$ cat src/rtl/instr_encoder.sv
// rtl/instr_encoder.sv - RV64 instruction encoder with a 2-entry output FIFO.
// Optional immediate range checking is enabled by defining ENCODER_RANGE_CHECK_EN.
module instr_encoder (
    input  logic        clk,
    input  logic        reset,
    input  logic        in_valid,
    output logic        in_ready,
    input  logic [3:0]  in_op,
    input  logic [4:0]  in_rd,
    input  logic [4:0]  in_rs1,
    input  logic [4:0]  in_rs2,
    input  logic [63:0] in_imm,
    output logic        out_valid,
    input  logic        out_ready,
    output logic [31:0] out_instr,
    output logic        out_err
);
    localparam logic [3:0] OP_ADDI  = 4'd0;
    localparam logic [3:0] OP_SLTI  = 4'd1;
    localparam logic [3:0] OP_SLTIU = 4'd2;
    localparam logic [3:0] OP_XORI  = 4'd3;
    localparam logic [3:0] OP_ORI   = 4'd4;
    localparam logic [3:0] OP_ANDI  = 4'd5;
    localparam logic [3:0] OP_SLLI  = 4'd6;
    localparam logic [3:0] OP_SRLI  = 4'd7;
    localparam logic [3:0] OP_SRAI  = 4'd8;
    localparam logic [3:0] OP_LD    = 4'd9;
    localparam logic [3:0] OP_JALR  = 4'd10;
    localparam logic [3:0] OP_SD    = 4'd11;
    localparam logic [3:0] OP_LUI   = 4'd12;
    localparam logic [3:0] OP_AUIPC = 4'd13;
    localparam logic [3:0] OP_JAL   = 4'd14;

    localparam logic [6:0] OPC_IMM = 7'b0010011;

    logic [31:0] enc_instr;
    logic        enc_bad_op;
    logic        enc_err;

    logic [31:0] mem_instr [2];
    logic        mem_err   [2];
    logic        wr_ptr;
    logic        rd_ptr;
    logic [1:0]  count;
    logic        push;
    logic        pop;

    always_comb begin
        enc_instr  = 32'h0000_0013;
        enc_bad_op = 1'b0;
        case (in_op)
            OP_ADDI:  enc_instr = {in_imm[11:0], in_rs1, 3'b000, in_rd, OPC_IMM};
            OP_SLTI:  enc_instr = {in_imm[11:0], in_rs1, 3'b010, in_rd, OPC_IMM};
            OP_SLTIU: enc_instr = {in_imm[11:0], in_rs1, 3'b011, in_rd, OPC_IMM};
            OP_XORI:  enc_instr = {in_imm[11:0], in_rs1, 3'b100, in_rd, OPC_IMM};
            OP_ORI:   enc_instr = {in_imm[11:0], in_rs1, 3'b110, in_rd, OPC_IMM};
            OP_ANDI:  enc_instr = {in_imm[11:0], in_rs1, 3'b111, in_rd, OPC_IMM};
            OP_SLLI:  enc_instr = {6'b000000, in_imm[5:0], in_rs1, 3'b001, in_rd, OPC_IMM};
            OP_SRLI:  enc_instr = {6'b000000, in_imm[5:0], in_rs1, 3'b101, in_rd, OPC_IMM};
            OP_SRAI:  enc_instr = {6'b010000, in_imm[5:0], in_rs1, 3'b101, in_rd, OPC_IMM};
            OP_LD:    enc_instr = {in_imm[11:0], in_rs1, 3'b011, in_rd, 7'b0000011};
            OP_JALR:  enc_instr = {in_imm[11:0], in_rs1, 3'b000, in_rd, 7'b1100111};
            OP_SD:    enc_instr = {in_imm[11:5], in_rs2, in_rs1, 3'b011, in_imm[4:0], 7'b0100011};
            OP_LUI:   enc_instr = {in_imm[31:12], in_rd, 7'b0110111};
            OP_AUIPC: enc_instr = {in_imm[31:12], in_rd, 7'b0010111};
            OP_JAL:   enc_instr = {in_imm[20], in_imm[10:1], in_imm[11], in_imm[19:12],
                                   in_rd, 7'b1101111};
            default:  enc_bad_op = 1'b1;
        endcase
    end

`ifdef ENCODER_RANGE_CHECK_EN
    // True when in_imm is a sign extension of its low (msb+1) bits.
    function automatic logic fits_signed(input logic [63:0] v, input int msb);
        logic [63:0] hi;
        hi = 64'($signed(v) >>> msb);
        return (hi == 64'd0) || (hi == {64{1'b1}});
    endfunction

    logic imm_bad;

    always_comb begin
        imm_bad = 1'b0;
        case (in_op)
            OP_ADDI, OP_SLTI, OP_SLTIU, OP_XORI, OP_ORI, OP_ANDI,
            OP_LD, OP_JALR, OP_SD:   imm_bad = !fits_signed(in_imm, 11);
            OP_SLLI, OP_SRLI, OP_SRAI: imm_bad = |in_imm[63:6];
            OP_LUI, OP_AUIPC:        imm_bad = (|in_imm[11:0]) || !fits_signed(in_imm, 31);
            OP_JAL:                  imm_bad = in_imm[0] || !fits_signed(in_imm, 20);
            default:                 imm_bad = 1'b0;
        endcase
    end

    assign enc_err = enc_bad_op | imm_bad;
`else
    logic unused_imm_hi;
    assign unused_imm_hi = ^in_imm[63:32];
    assign enc_err       = enc_bad_op;
`endif

    // No pass-through: a full FIFO refuses input even while it is being drained.
    assign in_ready  = (count < 2'd2);
    assign out_valid = (count != 2'd0);
    assign push      = in_valid && in_ready;
    assign pop       = out_valid && out_ready;
    assign out_instr = out_valid ? mem_instr[rd_ptr] : 32'd0;
    assign out_err   = out_valid ? mem_err[rd_ptr]   : 1'b0;

    always_ff @(posedge clk or negedge reset) begin
        if (!reset) begin
            count        <= 2'd0;
            wr_ptr       <= 1'b0;
            rd_ptr       <= 1'b0;
            mem_instr[0] <= 32'd0;
            mem_instr[1] <= 32'd0;
            mem_err[0]   <= 1'b0;
            mem_err[1]   <= 1'b0;
        end else begin
            if (push) begin
                mem_instr[wr_ptr] <= enc_instr;
                mem_err[wr_ptr]   <= enc_err;
                wr_ptr            <= ~wr_ptr;
            end
            if (pop) begin
                rd_ptr <= ~rd_ptr;
            end
            case ({push, pop})
                2'b10:   count <= count + 2'd1;
                2'b01:   count <= count - 2'd1;
                default: count <= count;
            endcase
        end
    end
endmodule

$ cat config.mk
export PLATFORM = sky130hd
export DESIGN_NAME = instr_encoder
export DESIGN_NICKNAME = d
export VERILOG_FILES = /design/src/rtl/instr_encoder.sv
export SDC_FILE = /design/constraint.sdc
export NUM_CORES = 1
export LEC_CHECK = 0
export ABC_AREA = 1
export BUFFER_PORTS_ARGS = -buffer_cell sky130_fd_sc_hd__clkbuf_2
export CORE_ASPECT_RATIO = 1.1
export CORE_MARGIN = 2
export CORE_UTILIZATION = 54
export DETAILED_ROUTE_END_ITERATION = 8
export PLACE_DENSITY = 0.9
export SLEW_MARGIN = 15
export SYNTH_ARGS = -nofsm -noshare
export SYNTH_HDL_FRONTEND = slang
export SYNTH_SLANG_ARGS = --single-unit
$ cat constraint.sdc
create_clock -name clk -period 4.2 [get_ports clk]
set_clock_uncertainty 0.2 [all_clocks]
set_input_delay 0.21 -clock clk [delete_from_list [all_inputs] [get_ports clk]]
set_output_delay 0.21 -clock clk [all_outputs]
set_load 0.01 [all_outputs]
---- Word level (Yosys, flattened, before mapping) ----
Index checks and enable logic that the tools add are counted.
storage, ports and cells
  input port bits ......................... 87
  logic and storage cells ................. 57
  flip-flop bits (word level) ............. 70
operators by class
  bitwise operators ....................... 4
  eq/ne operators ......................... 16
  reductions and logical operators ........ 7
  multiplexer cells ....................... 17
  add/sub/neg operators ................... 2
  order comparisons ....................... 4
operators with widths
  cell                 count
  $pmux 32 s15         1
  $mux 32              5
  $bwmux 64            1
  $demux 32 s1         1
  $eq 4x4->1 const B   7
  $eq 4x3->1 const B   4
  $reduce_or 15->1     1
  $eq 4x2->1 const B   2
  $mux 1               6
  $eq 4x1->1 const B   1
  $ge 2x2->1 const B   2
  $logic_not 4->1      1
  $not 1->2            2
  $pmux 2 s2           1
  $reduce_bool 2->1    2
  $logic_and 1x1->1    3
  $add 2x1->2 const B  1
  $bwmux 2             1
  $eq 2x1->1 const B   1
  $eq 2x2->1 const B   1
  $lt 2x1->1 const B   1
  $lt 2x2->1 const B   1
  $not 1->1            2
  $sub 2x1->2 const B  1
  $demux 1 s1          1

---- Longest topological paths before layout ----
Gate-level depths: netlist of run 1.
  depth in word-level cells ............... 6
  depth in mapped cells ................... 9

---- Worst setup path after synthesis of run 1 ----
No wires, ideal clock.
  kind .................................... register -> register
  start ................................... register count[0]
  end ..................................... register count[1]
  clock period less this slack ............ 1.603 ns
  arrival ................................. 1.272 ns
  buffers on the path ..................... 0
  cell stages (with the launch flop) ...... 7
  library setup time ...................... 0.131 ns
  slack ................................... 2.597 ns
  cell sequence ........................... dfrtp_1 -> nor2_1 -> nor2_1 -> ha_1 -> a21oi_1 -> o21ai_0 -> xor2_1
on the way
  longest elaborated chain between the ends .. 4
  elaborated cells between the ends (all ways) .. 10
  classes of those cells .................. add/sub: 2; order compare: 1; eq/ne: 2; mux: 1; reduce/logical: 4
RTL lines
  element                                          RTL line  RTL
  start: declaration                               44        logic [1:0] count;
  start signal: assignment                         128       2'b10: count <= count + 2'd1;
  start signal: assignment                         129       2'b01: count <= count - 2'd1;
  start signal: assignment                         130       default: count <= count;
  $lt 2x2->1 or $reduce_bool 2->1 (tied branches)  102, 103
  $logic_and 1x1->1 (on tied branches)             104, 105
  $eq 2x1->1 or $eq 2x2->1 (tied branches)         127       case ({push, pop})
  $pmux 2 s2 or $reduce_bool 2->1 (tied branches)  n/a
Several ways; a longest one is shown, not always the timed one.
A chain may end at the register's enable or synchronous reset.

---- Final worst setup path of run 1 ----
  start ................................... register rd_ptr
  end ..................................... output out_instr[3]
on the way
  longest elaborated chain between the ends .. 5
RTL lines
  element                                     RTL line  RTL
  start: declaration                          43        logic rd_ptr;
  start signal: assignment                    125       rd_ptr <= ~rd_ptr;
  $not 1->2 (implied by the code)             106       assign out_instr = out_valid ? mem_instr[rd_ptr] : 32'd0;
  $mux 32 (implied by the code) (3 in a row)  106
  $mux 32                                     106
  end: declaration                            15        output logic [31:0] out_instr,
Every way passes these cells. The select of a mux whose other input is x is not followed.

==> results.json, run 1 <==
{
  "yosys_register_bits": 68,
  "cts_sinks": 68,
  "mostFrequentLayoutCells": "216 x nand2_1, 88 x clkbuf_2, 68 x dfrtp_1",
  "synthCells": 505,
  "grt-ovfl-total": 0,
  "pin_count": 122,
  "arrival_ns": 2.27,
  "critical_path_peak_fanout": 19,
  "syn-num-nets": 593,
  "holdCritPathClass": "in -> reg",
  "fin_setup_tns_ns": 0,
  "drt_wl_total_um": 9340,
  "dpl.hpwl_um": 6590,
  "crit_path_end_kind": "output pin",
  "rrSetupSlack_ns": 2.15,
  "utilization": 0.666,
  "ctsResizeCount": 0,
  "grt_pass1_vias": 3399,
  "whs_ns": 0.00532,
  "grt_pass1_wl_um": 15300,
  "dp_slack_ns": 1.88,
  "netlist_area_mm2": 0.00364,
  "p_leak_nw": 2.39,
  "start_util": 0.555,
  "drv_cap": 0,
  "async_flop_share": 1.00,
  "synth_top_area_cell": "dfrtp_1",
  "vias": 3603,
  "cts-buffers-inserted": 9,
  "fin_nets": 680,
  "row_count": 31,
  "fp.dieH_um": 90.1,
  "synth_top_area_frac": 0.468,
  "die_w_um": 82.3,
  "design.core.area_mm2": 0.00656,
  "drc": 0,
  "cts-root-buf": "clkbuf_8",
  "path_clk_slew_ns": 0.07,
  "first_iter_violations": 302,
  "drt_first_pass_iters": 5,
  "worst_slack_ns": 1.52,
  "place_inst": 655,
  "avgSynthCellArea_um2": 7.20,
  "clock_latency_ns": 0.34,
  "multi_input_area_mm2": 0.00164,
  "synth-warning-count": 0,
  "synthFlopType": "dfrtp_1",
  "slew_viol_final": 0,
  "power_mw": 2.92,
  "finish.instance_area_mm2": 0.00437,
  "fillerInstances": 563,
  "cts_buffer_depth": 2,
  "tightest_slew_ns": 0.700,
  "hold_viol_final": 0,
  "placed_cell_area_mm2": 0.00408,
  "grt_max_degree": 38,
  "vdd_drop_max_v": 0.000452,
  "dieArea_mm2": 0.00741,
  "antenna_found_initial": 0,
  "grt_setup_unrepaired": "false",
  "setup_viol": 0,
  "synth_cell_types": 28,
  "crit_type": "reg -> out",
  "worstRegToRegCells": 5,
  "seq_area_frac_synth": 0.468,
  "status": "complete, no violations",
  "power_density_mw_per_mm2": 668,
  "synthToLayoutAreaGrowth_pct": 20.0,
  "routedWlPerCell_um": 13.8,
  "synth_area_leaders": "dfrtp_1 47%, nand2_1 22%, a21oi_1 5.2%",
  "clock.fmax_mhz": 374,
  "antenna_left": 0,
  "critPathRequiredTime_ns": 3.79,
  "relSlewSlack": 0.533,
  "start_kind": "flop",
  "period_share": 0.637,
  "min_path_cells": 5,
  "regArea_mm2": 0.00170,
  "synth-edff-count": 0,
  "numPortBuffers": 89,
  "gr-usage-all-layers": 0.267,
  "final-instance-count-excl-fill": 678,
  "period_needed_ns": 2.68,
  "cts-htree-levels": 3,
  "cts_tree": "built",
  "num_antenna_cells": 0,
  "routabilityCongestion": 0.941,
  "avgViaCountPerCell": 5.31,
  "final_common_cell": "nand2_1",
  "drive_gt1_frac": 0.215
}
## registers in the layout (all words and copies together) (netlist names)
name       cells
mem_instr     62
wr_ptr         1
count          2
rd_ptr         1
mem_err        2
## cell families after synthesis
logic type | share of synthesized area
AOI/OAI and AO/OA | 0.148
and+or+nand+nor | 0.292
DFF | 0.468
adders and majority gates | 0.00344
buffers and inverters | 0.0819
xor gates and xnor gates | 0.00723
## synthesized netlist by cell type (8+ instances only)
cell type	n
dfrtp_1	68
nand3_1	13
nor2_1	16
o21ai_0	37
a21oi_1	38
buf_2	10
nand2_1	216
inv_1	32
o21ai_1	22
clkbuf_1	8
inv_2	9
## worst max-delay path: stages (launching register included)
cell and delay, ns:
dfrtp_1 0.74, clkinv_1 0.72, nand2_1 0.20, a21oi_1 0.11, clkbuf_2 0.15
## final timing paths
check	end	from
hold reg to reg	mem_instr[1]	mem_instr[1]
max in group asynchronous	mem_instr[2]	reset
setup / recovery	out_instr[3]	rd_ptr
setup reg to reg	mem_instr[33]	count[1]
hold / removal	mem_instr[48]	in_rs1[1]
min in group asynchronous	mem_instr[22]	reset
## final cells by class
cell class	instances	area share
flip-flops and latches	68	0.390
repair buffers	102	0.129
clock inverters	1	0.00688
well taps	82	0.0235
clock buffers	14	0.0396
multi-input cells	369	0.375
inverters	42	0.0361
## per-layer routing
layer,track usage,wire (um),vias up
met5,0,0,-
met4,0.122,246,0
met3,0.0442,636,24
met2,0.421,4470,151
met1,0.355,3990,1660
li1,-,-,1768
## where the power goes
| group | switching [mW] | internal, mW |
|---|---|---|
| clock | 0.232 | 0.321 |
| sequential | 0.159 | 0.935 |
| combinational | 0.797 | 0.474 |
| total | 1.19 | 1.73 |
## what timing repair did
item                      CTS  global route
buffers inserted            0             0
hold buffers                8             0
hold endpoints to repair   36             0
Note: power is estimated with default switching activity, not from simulation.
==> run 2: changes to the inputs <==
- ABC_AREA: 1 -> 0
- CORE_UTILIZATION: 54 -> 46
- PLACE_DENSITY: 0.9 -> 0.82
- clock period: 4.2 -> 2.15 ns (I/O delays scaled with it)
==> run 2 against run 1 <==
Clock power is 73% higher. Worst setup slack worse by 1.4 ns. Die area rose by 14%. Non-clock buffer count increased by 38. Sequential power increased by 100%. Routed wire length is 4.7% higher. Synthesized cell count is 22% lower. Power up 100%. Via count down 6.4%. Hold slack worse by 0.00054 ns. Critical path type is now reg -> reg. Highest routed layer unchanged.
==> results.json, run 2 <==
{
  "synthTopCellsByCount": "68 x dfrtp_1, 63 x nand2_1, 52 x nor2_1",
  "power_density_mw_per_mm2": 1250,
  "start_util": 0.477,
  "fillerInstances": 612,
  "path_clk_slew_ns": 0.07,
  "avgSynthCellArea_um2": 9.05,
  "fin_nets": 602,
  "synthFlopType": "dfrtp_1",
  "drt_wl_total_um": 9780,
  "period_share": 0.956,
  "largest_register_ffs": 62,
  "syn-num-nets": 482,
  "cts_setup_buffers": 0,
  "numPortBuffers": 89,
  "dieArea_mm2": 0.00848,
  "synthCells": 394,
  "routedWlPerCell_um": 15.7,
  "grt-ovfl-total": 0,
  "status": "complete, no violations",
  "synth-edff-count": 0,
  "mostFrequentLayoutCells": "88 x clkbuf_2, 67 x dfrtp_1, 63 x nand2_1",
  "crit_path_end_kind": "flop",
  "critPathRequiredTime_ns": 2.23,
  "grt_pass1_wl_um": 16000,
  "top_register": "mem_instr",
  "top_regs": "mem_instr: 62 flops, count: 2 flops, mem_err: 2 flops",
  "fin_setup_tns_ns": 0,
  "routabilityCongestion": 0.854,
  "utilization": 0.625,
  "hold_viol_final": 0,
  "fp.dieH_um": 96.4,
  "grt_setup_unrepaired": "false",
  "die_w_um": 88.0,
  "period_needed_ns": 2.06,
  "dpl.hpwl_um": 6250,
  "r2r_start": "count[1]",
  "row_count": 33,
  "drv_cap": 0,
  "netlist_area_mm2": 0.00357,
  "cts-root-buf": "clkbuf_8",
  "drt_first_pass_iters": 5,
  "first_iter_violations": 220,
  "gr-usage-all-layers": 0.251,
  "antenna_found_initial": 0,
  "vias": 3371,
  "design.core.area_mm2": 0.00747,
  "synth_cell_types": 44,
  "cts-htree-levels": 3,
  "tightest_slew_ns": 0.607,
  "final_common_cell": "clkbuf_2",
  "start_kind": "flop",
  "final-instance-count-excl-fill": 624,
  "rrSetupSlack_ns": 0.09,
  "slew_viol_final": 0,
  "async_flop_share": 1.00,
  "num_antenna_cells": 0,
  "min_to": "mem_instr[46]",
  "worstRegToRegCells": 7,
  "grt_max_degree": 53,
  "min_path_cells": 4,
  "clock_latency_ns": 0.34,
  "setup_viol": 0,
  "drc": 0,
  "avgViaCountPerCell": 5.40,
  "antenna_left": 0,
  "critical_path_peak_fanout": 10,
  "synth_top_area_cell": "dfrtp_1",
  "pin_count": 122,
  "vdd_drop_max_v": 0.000819,
  "p_leak_nw": 2.26,
  "synth-warning-count": 0,
  "cts-buffers-inserted": 9,
  "synth_area_leaders": "dfrtp_1 48%, mux2i_1 9.0%, o21ai_0 7.0%",
  "seq_area_frac_synth": 0.477,
  "grt_pass1_vias": 3360,
  "clock.fmax_mhz": 487,
  "drive_gt1_frac": 0.254,
  "holdCritPathClass": "in -> reg",
  "cts_tree": "built",
  "cts_buffer_depth": 2,
  "yosysMostFrequentCell": "dfrtp_1",
  "place_inst": 568,
  "cts_sinks": 68,
  "crit_type": "reg -> reg",
  "r2r_end": "mem_instr[62]",
  "synthToLayoutAreaGrowth_pct": 31.0,
  "whs_ns": 0.00478,
  "min_from": "in_imm[14]",
  "synth_top_area_frac": 0.477,
  "yosys_register_bits": 68,
  "arrival_ns": 2.14,
  "relSlewSlack": 0.595
}
[run 2: cell types whose count changed after synthesis, moves of 16 or more]
| cell | before | now |
|---|---|---|
| o21ai_1 | 22 | 6 |
| nor2_1 | 16 | 52 |
| nand2_1 | 216 | 63 |
| mux2i_1 | 0 | 32 |
| a21oi_1 | 38 | 12 |
| inv_1 | 32 | 5 |
[run 2: cells by family after synthesis]
kind of cell	synth area share
compound gates	0.176
buf+inv	0.0544
flops	0.477
mux	0.0961
simple gates	0.180
xor+xnor	0.00982
fa+ha+maj	0.00666
[run 2: worst max-delay path, cell delays in order (launching register included)]
cell,delay (ns)
dfrtp_1,0.43
nor2b_4,0.17
inv_1,0.09
nor2_2,0.16
buf_6,0.16
nor2_1,0.05
a31oi_1,0.15
dlygate4sd3_1,0.58
[run 2: final cells by class]
type | count | area [um2] | share of cell area
Timing Repair Buffer | 140 | 957 | 0.205
Clock inverter | 4 | 23.8 | 0.00509
Inverter | 6 | 22.5 | 0.00482
Multi-Input combinational cell | 289 | 1680 | 0.360
Sequential cell | 68 | 1700 | 0.364
Clock buffer | 12 | 155 | 0.0332
Tap cell | 105 | 131 | 0.0281
[run 2: timing repair]
| action | in CTS | in global routing |
|---|---|---|
| hold buffers | 39 | 1 |
| hold endpoints to repair | 66 | 1 |
| gates resized for setup | 0 | 3 |
| setup endpoints to repair | 0 | 4 |
[run 2: how the worst max path moves through the flow]
| stage | endpoint | cells after the start | slack [ns] | from |
|---|---|---|---|---|
| global route | mem_instr[62] | 7 | 0.02 | count[1] |
| CTS | mem_instr[62] | 7 | 0.02 | count[1] |
| finish | mem_instr[62] | 7 | 0.09 | count[1] |
| global placement | mem_instr[54] | 6 | 0.46 | in_op[1] |
| floorplan | count[1] | 6 | 0.36 | count[0] |
| detailed placement | mem_instr[22] | 6 | 0.41 | in_op[1] |
[run 2: power breakdown]
group / internal, mW / switching [mW] / total, mW / leakage, nW
registers: 1.84 / 0.356 / 2.20 / 0.839
logic: 1.20 / 1.51 / 2.70 / 1.32
clock network: 0.478 / 0.477 / 0.955 / 0.0961
total: 3.52 / 2.34 / 5.86 / 2.26
[run 2: metal layers]
metal	wire [um]	vias to the layer above	global-route usage
li1	-	1591	-
met1	3980	1607	0.313
met2	4880	141	0.422
met3	530	32	0.0283
met4	386	0	0.142
met5	0	-	0
[run 2: through the flow]
stage                     area (um2)  total power, mW  setup slack [ns]
final                           4670             5.86            0.0949
after detailed placement        4080             4.75             0.415
after CTS                       4650             5.84            0.0208
after floorplan                 3570             3.83             0.362
after global routing            4670             6.32            0.0177
after global placement          4080             4.65             0.463
==> run 3: changes to the inputs <==
- CORE_UTILIZATION: 46 -> 54
- PLACE_DENSITY: 0.82 -> 0.9
- clock period: 2.15 -> 2.38 ns (I/O delays scaled with it)
==> run 3 against run 2 <==
Hold slack better by 0.019 ns. Final area down 2.8%. Flip-flop and latch count unchanged. Final cell count down 4.5%. Count of clock-buffer cells in the layout down 1. Clock power down 15%. Routed wire length down 0.83%. Combinational power down 8.5%. Sequential power down 11%. Via count up 0.44%. Largest power group unchanged.
==> results.json, run 3 (same netlist as run 2, synthesis figures left out) <==
{
  "fin_setup_tns_ns": 0,
  "fp.dieH_um": 89.2,
  "top_regs": "mem_instr: 62 flops, count: 2 flops, mem_err: 2 flops",
  "grt_pass1_wl_um": 15600,
  "drt_first_pass_iters": 5,
  "antenna_left": 0,
  "cts-buffers-inserted": 9,
  "final_common_cell": "clkbuf_2",
  "avgViaCountPerCell": 5.68,
  "synthToLayoutAreaGrowth_pct": 27.4,
  "clock.fmax_mhz": 480,
  "vias": 3386,
  "crit_cells": 7,
  "first_iter_violations": 376,
  "drv_cap": 0,
  "drc": 0,
  "clock_latency_ns": 0.34,
  "worstRegToRegCells": 7,
  "ctsResizeCount": 0,
  "min_path_cells": 4,
  "numPortBuffers": 89,
  "grt_setup_unrepaired": "false",
  "crit_chain": "nor2b_2 > inv_1 > nor2_1 > buf_4 > nor2_1 > a31oi_1 > dlygate4sd3_1",
  "setup_viol": 0,
  "cts_tree": "built",
  "rrSetupSlack_ns": 0.30,
  "grt_max_degree": 53,
  "cts-htree-levels": 3,
  "grt_pass1_vias": 3299,
  "top_register": "mem_instr",
  "cts_setup_buffers": 0,
  "gr-usage-all-layers": 0.286,
  "critical_path_peak_fanout": 11,
  "power_density_mw_per_mm2": 1150,
  "design.core.area_mm2": 0.00648,
  "drt_wl_total_um": 9700,
  "cpPeakStageDelay_ns": 0.57,
  "crit_path_end_kind": "flop",
  "largest_register_ffs": 62,
  "pin_count": 122,
  "path_clk_slew_ns": 0.08,
  "whs_ns": 0.0233,
  "dieArea_mm2": 0.00727,
  "antenna_found_initial": 0,
  "fin_nets": 597,
  "die_w_um": 81.5,
  "slew_viol_final": 0,
  "cts_sinks": 68,
  "holdCritPathClass": "in -> reg",
  "vdd_drop_max_v": 0.000729,
  "status": "complete, no violations",
  "dpl.hpwl_um": 5980,
  "critPathRequiredTime_ns": 2.46,
  "worst-path-buf-inv": 3,
  "cts-root-buf": "clkbuf_8",
  "period_needed_ns": 2.08,
  "postCtsHoldBufs": 37,
  "drive_gt1_frac": 0.249,
  "relSlewSlack": 0.543,
  "worst_slack_ns": 0.299,
  "dp_slack_ns": 0.574,
  "row_count": 31,
  "num_antenna_cells": 0,
  "routedWlPerCell_um": 16.3,
  "hold_viol_final": 0,
  "start_util": 0.551,
  "period_share": 0.875,
  "cp_slowest_cell": "dlygate4sd3_1",
  "arrival_ns": 2.16,
  "cts_buffer_depth": 2,
  "start_kind": "flop",
  "mostFrequentLayoutCells": "88 x clkbuf_2, 67 x dfrtp_1, 63 x nand2_1",
  "p_leak_nw": 2.21,
  "crit_top_cell": "nor2_1",
  "crit_type": "reg -> reg",
  "tightest_slew_ns": 0.684,
  "routabilityCongestion": 0.870,
  "grt-ovfl-total": 0,
  "cpLargestDelayFamily": "buffers and inverters"
}
## run 3: cell types whose count changed in the layout (fill, tap and decap cells not counted)
| cell | before | now |
|---|---|---|
| clkbuf_1 | 1 | 2 |
| buf_6 | 1 | 0 |
| nor2_2 | 3 | 2 |
| clkbuf_8 | 11 | 9 |
| nor2_1 | 50 | 51 |
| buf_12 | 2 | 0 |
| clkinv_2 | 3 | 4 |
| buf_4 | 8 | 9 |
| nor2b_2 | 1 | 2 |
| nor2b_4 | 1 | 0 |
| dlygate4sd3_1 | 40 | 37 |
## run 3: cell type report
class                   instances  area, um2
fillers                       445       1930
flip-flops and latches         68       1700
multi-input cells             289       1670
repair buffers                135        883
clock buffers                  11        131
well taps                      82        103
clock inverters                 5       28.8
inverters                       6       22.5
## run 3: worst reg2reg max path, stage by stage, from the launching register on
cell and delay [ns]:
dfrtp_1 0.42, nor2b_2 0.18, inv_1 0.10, nor2_1 0.14, buf_4 0.21, nor2_1 0.07
a31oi_1 0.15, dlygate4sd3_1 0.57
## run 3: per-layer routing
layer | global-route usage | wire, um | vias up
met5 | 0 | 0 | -
met4 | 0.159 | 397 | 0
met3 | 0.0495 | 666 | 39
met2 | 0.449 | 4720 | 183
met1 | 0.377 | 3910 | 1576
li1 | - | - | 1588
## run 3: final timing paths
kind / from / to
setup / recovery: count[1] / mem_instr[58]
hold / removal: in_imm[0] / mem_instr[20]
setup reg to reg: count[1] / mem_instr[58]
hold reg to reg: mem_instr[1] / mem_instr[1]
max in group asynchronous: reset / mem_instr[17]
min in group asynchronous: reset / mem_instr[19]
## run 3: through the flow
stage	area, um2	std cells	util	total power, mW
2_1_floorplan	3570	394	-	3.46
4_1_cts	4550	596	0.702	5.15
3_3_place_gp	4020	543	0.620	4.12
6_report	4550	596	0.702	5.23
3_5_place_dp	4020	543	0.620	4.23
5_1_grt	4550	596	0.702	5.61
## run 3: power by group
part,switching (mW),internal (mW),total (mW)
logic,1.44,1.03,2.47
registers,0.288,1.67,1.95
clock network,0.436,0.373,0.810
total,2.16,3.07,5.23
